File: config.mk
export PLATFORM = sky130hd
export DESIGN_NAME = cpu_sequencer
export DESIGN_NICKNAME = d
export VERILOG_FILES = /design/src/rtl/cpu_sequencer_pkg.sv /design/src/rtl/cpu_sequencer.sv
export SDC_FILE = /design/constraint.sdc
export NUM_CORES = 1
export LEC_CHECK = 0
export CORE_ASPECT_RATIO = 0.75
export CORE_MARGIN = 3
export CORE_UTILIZATION = 66
export DETAILED_ROUTE_END_ITERATION = 12
export DONT_BUFFER_PORTS = 1
export PLACE_DENSITY = 0.91
export SYNTH_ARGS = -nofsm -noshare
export SYNTH_HDL_FRONTEND = slang
export SYNTH_SLANG_ARGS = --single-unit
File: constraint.sdc
create_clock -name clk -period 3.18 [get_ports clk]
set_input_delay 0.636 -clock clk [delete_from_list [all_inputs] [get_ports clk]]
set_output_delay 0.636 -clock clk [all_outputs]
set_load 0.05 [all_outputs]
File: src/rtl/cpu_sequencer_pkg.sv
// Shared types for the VeriRisc phase sequencer: opcodes, phase encoding and
// the ALU-opcode membership helper.
package cpu_sequencer_pkg;

    typedef enum logic [2:0] {
        HLT = 3'd0,
        SKZ = 3'd1,
        ADD = 3'd2,
        AND = 3'd3,
        XOR = 3'd4,
        LDA = 3'd5,
        STO = 3'd6,
        JMP = 3'd7
    } opcode_t;

    typedef enum logic [2:0] {
        INST_ADDR  = 3'd0,
        INST_FETCH = 3'd1,
        INST_LOAD  = 3'd2,
        IDLE       = 3'd3,
        OP_ADDR    = 3'd4,
        OP_FETCH   = 3'd5,
        ALU_OP     = 3'd6,
        STORE      = 3'd7
    } state_t;

    // Opcodes whose result comes back through the ALU into the accumulator.
    function automatic logic is_aluop(input opcode_t op);
        return (op == ADD) || (op == AND) || (op == XOR) || (op == LDA);
    endfunction

endpackage

File: src/rtl/cpu_sequencer.sv
// Eight-phase instruction sequencer for VeriRisc with sticky halt/resume, global
// enable and a saturating retired-instruction counter.
module cpu_sequencer
    import cpu_sequencer_pkg::*;
#(
    parameter int unsigned CNT_W = 16
) (
    input  logic             clk,
    input  logic             rst,
    input  logic             enable,
    input  logic             resume,
    input  opcode_t          opcode,
    input  logic             zero,
    output logic             mem_rd,
    output logic             mem_wr,
    output logic             load_ir,
    output logic             inc_pc,
    output logic             load_pc,
    output logic             load_ac,
    output logic             halt,
    output state_t           phase,
    output logic [CNT_W-1:0] instr_cnt
);

    state_t             phase_q, phase_d;
    logic               halted_q, halted_d;
    logic [CNT_W-1:0]   cnt_q, cnt_d;
    logic               aluop;

    assign aluop = is_aluop(opcode);

    always_ff @(posedge clk) begin
        if (rst) begin
            phase_q  <= INST_ADDR;
            halted_q <= 1'b0;
            cnt_q    <= '0;
        end else begin
            phase_q  <= phase_d;
            halted_q <= halted_d;
            cnt_q    <= cnt_d;
        end
    end

    always_comb begin
        phase_d  = phase_q;
        halted_d = halted_q;
        cnt_d    = cnt_q;
        mem_rd   = 1'b0;
        mem_wr   = 1'b0;
        load_ir  = 1'b0;
        inc_pc   = 1'b0;
        load_pc  = 1'b0;
        load_ac  = 1'b0;

        // While halted the phase stays parked at OP_FETCH; resume works even with enable low.
        if (halted_q) begin
            if (resume) begin
                halted_d = 1'b0;
            end
        end else if (enable) begin
            phase_d = state_t'(phase_q + 3'd1);
            if (phase_q == OP_ADDR && opcode == HLT) begin
                halted_d = 1'b1;
            end
            if (phase_q == STORE && cnt_q != '1) begin
                cnt_d = cnt_q + 1'b1;
            end
        end

        if (!halted_q) begin
            unique case (phase_q)
                INST_ADDR: ;
                INST_FETCH: mem_rd = 1'b1;
                INST_LOAD, IDLE: begin
                    mem_rd  = 1'b1;
                    load_ir = 1'b1;
                end
                OP_ADDR: inc_pc = 1'b1;
                OP_FETCH: mem_rd = aluop;
                ALU_OP: begin
                    mem_rd  = aluop;
                    inc_pc  = (opcode == SKZ) && zero;
                    load_pc = (opcode == JMP);
                end
                STORE: begin
                    mem_rd  = aluop;
                    inc_pc  = (opcode == JMP);
                    load_pc = (opcode == JMP);
                    load_ac = aluop;
                    mem_wr  = (opcode == STO);
                end
                default: ;
            endcase
        end
    end

    assign halt      = halted_q;
    assign phase     = phase_q;
    assign instr_cnt = cnt_q;

endmodule

==> metrics.md <==
| Metric | Value |
|---|---|
| Slew HR | `0.465` |
| Startpoint Class | `register` |
| DRT Wirelength | `3.39 mm` |
| Bufs on Longest Clock Path | `2` |
| Post-synth top area share | `0.326` |
| Post-synthesis simple-gate area fraction | `0.347` |
| Multi-input gate area in the final layout | `778 µm²` |
| Initial antenna violation count | `0` |
| Power per cell area | `352 mW/mm²` |
| Leakage | `0.493 nW` |
| FF-to-FF End | `instr_cnt[13]` |
| Status | `completed` |
| Post-Synthesis Cells | `147` |
| Critical Path Max Stage Delay | `0.35 ns` |
| Sequential area share after synthesis | `0.326` |
| First-pass GRT wire length | `5.91 mm` |
| Final GP Congestion | `0.840` |
| DR iter-0 viols | `62` |
| Post-DP Area | `0.00133 mm²` |
| Largest family of logic cells by synthesized area | `simple AND/OR/NAND/NOR gates` |
| R2R Path Start | `phase[0]` |
| H-Tree Depth | `1` |
| Sink Count | `20` |
| First drt pass iteration count | `4` |
| Synth cell types | `36` |
| Layout cell share with drive strength beyond 1 | `0.153` |
| # IOs | `34` |
| Compound-cell area share of the yosys netlist | `0.177` |
| Maximum fanout along the worst path | `6` |
| Clock latency on the worst-skew pair | `0.31 ns` |
| Crit share post-route | `0.856` |
| Multiplexer share of the synthesized area | `0.00917` |
| R2r setup slk | `0.70 ns` |
| TNS Setup | `0 ns` |
| Fin. Hold Viols | `0` |
| Total core area | `0.00161 mm²` |
| Worst-margin pin slew | `0.802 ns` |
| Most frequent cells in the layout | `a21oi_1 (20), dfxtp_1 (20), nor2_1 (12), buf_4 (12), o31ai_1 (10)` |
| Die X | `55.8 µm` |
| RSZ-0062 raised after global routing | `no` |
| FF+latch area | `400 µm²` |
| Register bit count reported by yosys | `20` |
| Synth top area cells | `dfxtp_1 (33%), a21oi_1 (8.2%), ha_1 (8.2%), o31ai_1 (6.1%), or4_1 (5.5%)` |
| Detailed-placement wirelength estimate | `2.51 mm` |
| ANT cells | `0` |
| Hold Buf Count CTS | `0` |
| Vias per inst | `6.92` |
| DRT antenna net count | `0` |
| Slew Limit Fails | `0` |
| Max IR drop VDD | `0.467 mV` |
| CTS tree | `done` |
| Port Buf Inserts | `0` |
| Starting density of the core | `0.764` |
| # Post-CTS Setup Buffers | `0` |
| Synth-to-layout area growth | `10.9%` |
| Area leader, netlist | `dfxtp_1` |
| Layout Cells excl Fill | `178` |
| Synthesis Warnings | `0` |
| CP endpoint kind | `primary output` |
| Arrival time at the worst endpoint | `2.09 ns` |
| Fmax | `0.367 GHz` |
| Critical Setup Path Class | `register to primary output` |
| Crit. Startpoint | `phase[0]` |
| Via count | `1231` |
| Worst Hold Class | `input port to register` |
| Vias in the first global route | `1239` |
| Synth Net Count | `163` |
| Fin crit period | `2.72 ns` |
| Largest net degree at the start of global routing | `22` |
| Clock tree root buffer cell | `clkbuf_4` |
| Worst-case reg-to-reg path depth | `7` |
| Layout Skew | `0.00147 ns` |
| Post-route DRC | `0` |
| Die Y | `43.3 µm` |
| DP Cell Count | `174` |
| Total Routing Usage GR | `0.310` |
| Synthesized area | `0.00123 mm²` |
| Synth Area per Inst | `8.35 µm²` |
| Total grt overflow | `0` |
| Adder-Cell Fraction of Synth Area | `0.0815` |
| CP required | `2.54 ns` |
| TritonCTS Buffers | `3` |
| Slowest CP cell | `dfxtp_1` |
| Die area | `0.00242 mm²` |
| Clk pin slew, worst setup/hold paths | `0.12 ns` |
| Final Core Density | `0.847` |
| Post-CTS sizing | `0` |
| Row cnt | `12` |
| Worst path cell trace | `buf_4 -> ha_1 -> ha_1 -> nor2b_1 -> nor3_1 -> nor3_1 -> buf_4` |
| Post-synthesis xor/xnor area fraction | `0.0143` |
| Wire per inst | `19.1 µm` |
| Fillers | `97` |
| Final setup violation count | `0` |
| Critical Path Sink | `mem_rd` |
| Design Area, Final | `0.00136 mm²` |
| Fin nets | `174` |
| Max cap viols | `0` |
[metrics by stage]
stage / total power [W] / hold slack [ns] / worst slack (ns)
3_5_place_dp: 0.000331 / 0.664 / 0.750
6_report: 0.000479 / 0.375 / 0.457
3_3_place_gp: 0.000327 / 0.645 / 0.910
2_1_floorplan: 0.000315 / 0.716 / 0.0915
5_1_grt: 0.000493 / 0.369 / 0.309
4_1_cts: 0.000474 / 0.382 / 0.495
[power by group]
part           switching (W)  total (W)  internal [W]
Combinational      0.0000483  0.0000699     0.0000216
Clock              0.0000832   0.000153     0.0000700
Sequential        0.00000240   0.000256      0.000254
Total               0.000134   0.000479      0.000345
[critical path: cells and delay by family, from the launching register on]
family	cells	cell delay, ns
fa+ha+maj	2	0.53
buf+inv	2	0.47
simple gates	3	0.40
flops	1	0.35
[sequential cells by signal, summed over array words and instances, names as in the netlist]
signal,count
halt,1
instr_cnt,16
phase,3
[logic make-up (layout without fill, tap and decap cells)]
group | Yosys count | count (layout)
buffers and inverters | 14 | 24
AOI/OAI and AO/OA | 37 | 37
xor gates and xnor gates | 2 | 2
adders and majority gates | 8 | 8
muxes | 1 | 1
DFF | 20 | 20
and+or+nand+nor | 65 | 65
[layer usage]
| layer | routed length (µm) | vias to the layer above | global-route usage | part of all wire |
|---|---|---|---|---|
| met1 | 1340 | 545 | 0.368 | 0.40 |
| met4 | 93 | 0 | 0.0728 | 0.027 |
| li1 | - | 582 | - | - |
| met5 | 0 | - | 0 | 0 |
| met2 | 1550 | 87 | 0.521 | 0.46 |
| met3 | 410 | 17 | 0.140 | 0.12 |
[synth_stat cells]
library cell	instances
nor4b_1	1
o31ai_1	10
inv_1	8
a21oi_1	20
or4_1	9
or4_4	1
a31oi_1	1
xnor2_1	2
a211oi_1	1
and3b_1	1
ha_1	8
nand3_1	7
nor3_1	6
or3_2	1
buf_2	2
nand4b_1	1
nand3b_1	1
nand3b_4	1
nand2_1	5
clkbuf_1	4
or2_1	1
and3_1	1
o21ai_0	4
mux2_2	1
nor2_1	12
a311oi_1	1
and4b_1	1
nor4_1	3
dfxtp_1	20
nor4_4	1
and4_2	1
nand2b_1	2
nand4_1	4
nor2b_1	2
or3_1	2
nand4_4	1
[worst min path at each step]
stage / startpoint / endpoint / slack [ns] / cells after the start
after global routing: rst / instr_cnt[0] / 0.37 / 1
after detailed placement: instr_cnt[1] / instr_cnt[1] / 0.66 / 3
after floorplan: instr_cnt[15] / instr_cnt[15] / 0.72 / 2
after CTS: rst / instr_cnt[7] / 0.38 / 1
after global placement: instr_cnt[1] / instr_cnt[1] / 0.65 / 3
final: rst / instr_cnt[14] / 0.38 / 1
[final cells by class]
cell class,count,share of cell area
clock buffer,4,0.0267
inverter,8,0.0221
multi-input combinational,113,0.572
sequential,20,0.294
tap,21,0.0193
timing repair buffer,12,0.0662
(Power assumes the default switching activity.)
==> RTL change: new RTL, same flow settings <==
Register the output `load_ir`, with the module's reset; this adds one clock of latency there. The other outputs are not delayed to match.
--- a/src/rtl/cpu_sequencer.sv
+++ b/src/rtl/cpu_sequencer.sv
@@ -21,6 +21,8 @@
     output state_t           phase,
     output logic [CNT_W-1:0] instr_cnt
 );
+
+    logic load_ir_d;
 
     state_t             phase_q, phase_d;
     logic               halted_q, halted_d;
@@ -47,7 +49,7 @@
         cnt_d    = cnt_q;
         mem_rd   = 1'b0;
         mem_wr   = 1'b0;
-        load_ir  = 1'b0;
+        load_ir_d = 1'b0;
         inc_pc   = 1'b0;
         load_pc  = 1'b0;
         load_ac  = 1'b0;
@@ -73,7 +75,7 @@
                 INST_FETCH: mem_rd = 1'b1;
                 INST_LOAD, IDLE: begin
                     mem_rd  = 1'b1;
-                    load_ir = 1'b1;
+                    load_ir_d = 1'b1;
                 end
                 OP_ADDR: inc_pc = 1'b1;
                 OP_FETCH: mem_rd = aluop;
@@ -98,5 +100,13 @@
     assign phase     = phase_q;
     assign instr_cnt = cnt_q;
 
+    always_ff @(posedge clk) begin
+        if (rst) begin
+            load_ir <= '0;
+        end else begin
+            load_ir <= load_ir_d;
+        end
+    end
+
 endmodule
 
Check against the original RTL: not equivalent (a bounded check fails within 4 cycles, from zero or initial values and one cycle with rst high).
==> RTL change against the unedited design <==
Fmax down 1.9%. Critical endpoint is now inc_pc. Register-to-register slack better by 0.07 ns. Largest power group unchanged. Sequential cell count up 1. Utilization down 3.3 points. Worst setup slack worse by 0.054 ns. Die area down 2.5%. Routed wire length down 15%. Area after synthesis down 2.9%. Combinational power down 19%. Critical path depth up 1. Final cell count down 2.8%. Power down 4.2%. Clock skew up 0.0032 ns. Cell area down 4.8%.
==> RTL change: results (changes against the unedited design) <==
status=finished clean; Mapped Nets=157 (-3.7%); 1st-pass router iterations=4 (unchanged); Leakage=0.4372 nW (-11%); multiplexer area fraction after synthesis=0.02623 (+0.01706); ANT cells=0 (unchanged); drt wl/cell=16.68 µm (-12%); Fillers=103 (+6.2%); clk_lat worst skew=0.31 ns (about the same); Hold Path Stages=1 (unchanged); Compound-Gate Fraction of Synth Area=0.1805 (+0.003113); Starting DRT DRC Count=29 (-53%); largest net degree at the start of global routing=22 (unchanged); initial antenna violation count=0 (unchanged); Synth area leaders=dfxtp_1, ha_1, a21oi_1, nand2_1, o31ai_1; sequential share of the synthesized area=0.3526 (+0.02637); internal power component=0.0003333 W (-3.5%); Synth Area in XOR/XNOR=0.01469 (+0.0004193); R2R depth=5 (-2); Port-buffer cells=0 (unchanged); R2R Setup Slk=0.77 ns (+0.07 ns); max reg flops=16 (unchanged); final core utilization=0.8145 (-0.03289); Commonest cells post-synth=dfxtp_1, nand2_1, a21oi_1, nor2_1; # nets final=167 (-4.0%); placer congestion estimate=0.7838 (-6.7%); cts hold-fix bufs=0 (unchanged); Max transition margin=0.4934 (+0.02864); share of cells above drive strength 1=0.1118 (-0.04102); Root Buffer=clkbuf_4; post-DR vias/cell=6.595 (-4.6%); Final HPWL DP=2193 µm (-12%); clock-pin slew on the worst setup and hold paths=0.12 ns (about the same); Hold Slack=0.3717 ns (-0.003647 ns); CTS buffer count=3 (unchanged); Setup Buffers After CTS=0 (unchanged); count of warnings emitted by yosys=0 (unchanged); vias in the first global route=1103 (-11%); H-tree levels=1 (unchanged); FFs w/ async S/R, synth=0 (unchanged); Post-CTS Resized=0 (unchanged); Cell variety after synth=38 (+5.6%); worst vdd ir=309.0 µV (-34%); Max Buffers Root-to-Sink=2 (unchanged); first-pass GRT wire length=4981 µm (-16%); worst hold path type=primary input to flip-flop; Crit path arrival time=2.14 ns (+0.05 ns); GRT Overall Usage=0.2870 (-0.02303); Worst Path Max Fanout=6 (unchanged); Setup Skew=0.004649 ns (+0.003174 ns); adder-cell share of the synthesized area=0.06296 (-0.01859)
RTL change: changes by cell type in the layout (fill, tap and decap cells not counted), moves of 3 or more:
cell,delta
nand2_1,+9
a21oi_1,-9
nand3_1,-3
o31ai_1,-3
or4_1,-3
buf_4,-4
RTL change: path summary, 6_finish.rpt:
kind	start	to
hold / removal	rst	instr_cnt[9]
setup / recovery	phase[1]	inc_pc
setup reg to reg	instr_cnt[0]	instr_cnt[0]
hold reg to reg	phase[2]	load_ir
RTL change: kinds of logic after synthesis:
logic type / Yosys count
multiplexers: 3
AO/OA/AOI/OAI: 33
adder cells (fa/ha/maj): 6
buffers and inverters: 10
AND/OR/NAND/NOR: 68
XOR/XNOR: 2
flip-flops: 21
RTL change: power groups by stage:
stage | logic (W) | registers, W | clock network, W
floorplan | 0.0000329 | 0.000287 | 0
global placement | 0.0000528 | 0.000276 | 0
detailed placement | 0.0000557 | 0.000276 | 0
CTS | 0.0000559 | 0.000270 | 0.000135
global route | 0.0000608 | 0.000271 | 0.000146
finish | 0.0000564 | 0.000270 | 0.000133
RTL change: final cells by class:
type / instances / share of cell area
multi-input cells: 112 / 0.5685
flip-flops and latches: 21 / 0.3243
repair buffers: 8 / 0.04633
clock buffers: 4 / 0.02027
inverters: 7 / 0.02027
well taps: 21 / 0.02027
RTL change: worst max-delay path, stage by stage (launching register included):
cell and delay, ns:
dfxtp_1 0.32, buf_4 0.20, ha_1 0.20, ha_1 0.25, and3_1 0.17, a31o_2 0.21, a31oi_1 0.19, nor3b_2 0.07
buf_4 0.22
RTL change: per-layer routing:
metal,part of all wire,track usage,vias to the layer above
met4,0.0031,0.07282,0
met3,0.076,0.1088,3
met2,0.48,0.4458,39
met1,0.44,0.3683,538
met5,0,0,-
li1,-,-,561
RTL change: through the flow:
stage / instances / setup WS (ns)
4_1_cts: 173 / 0.3981
6_report: 173 / 0.4035
5_1_grt: 173 / 0.2641
2_1_floorplan: 143 / 0.2256
3_5_place_dp: 169 / 0.7573
3_3_place_gp: 169 / 0.8027
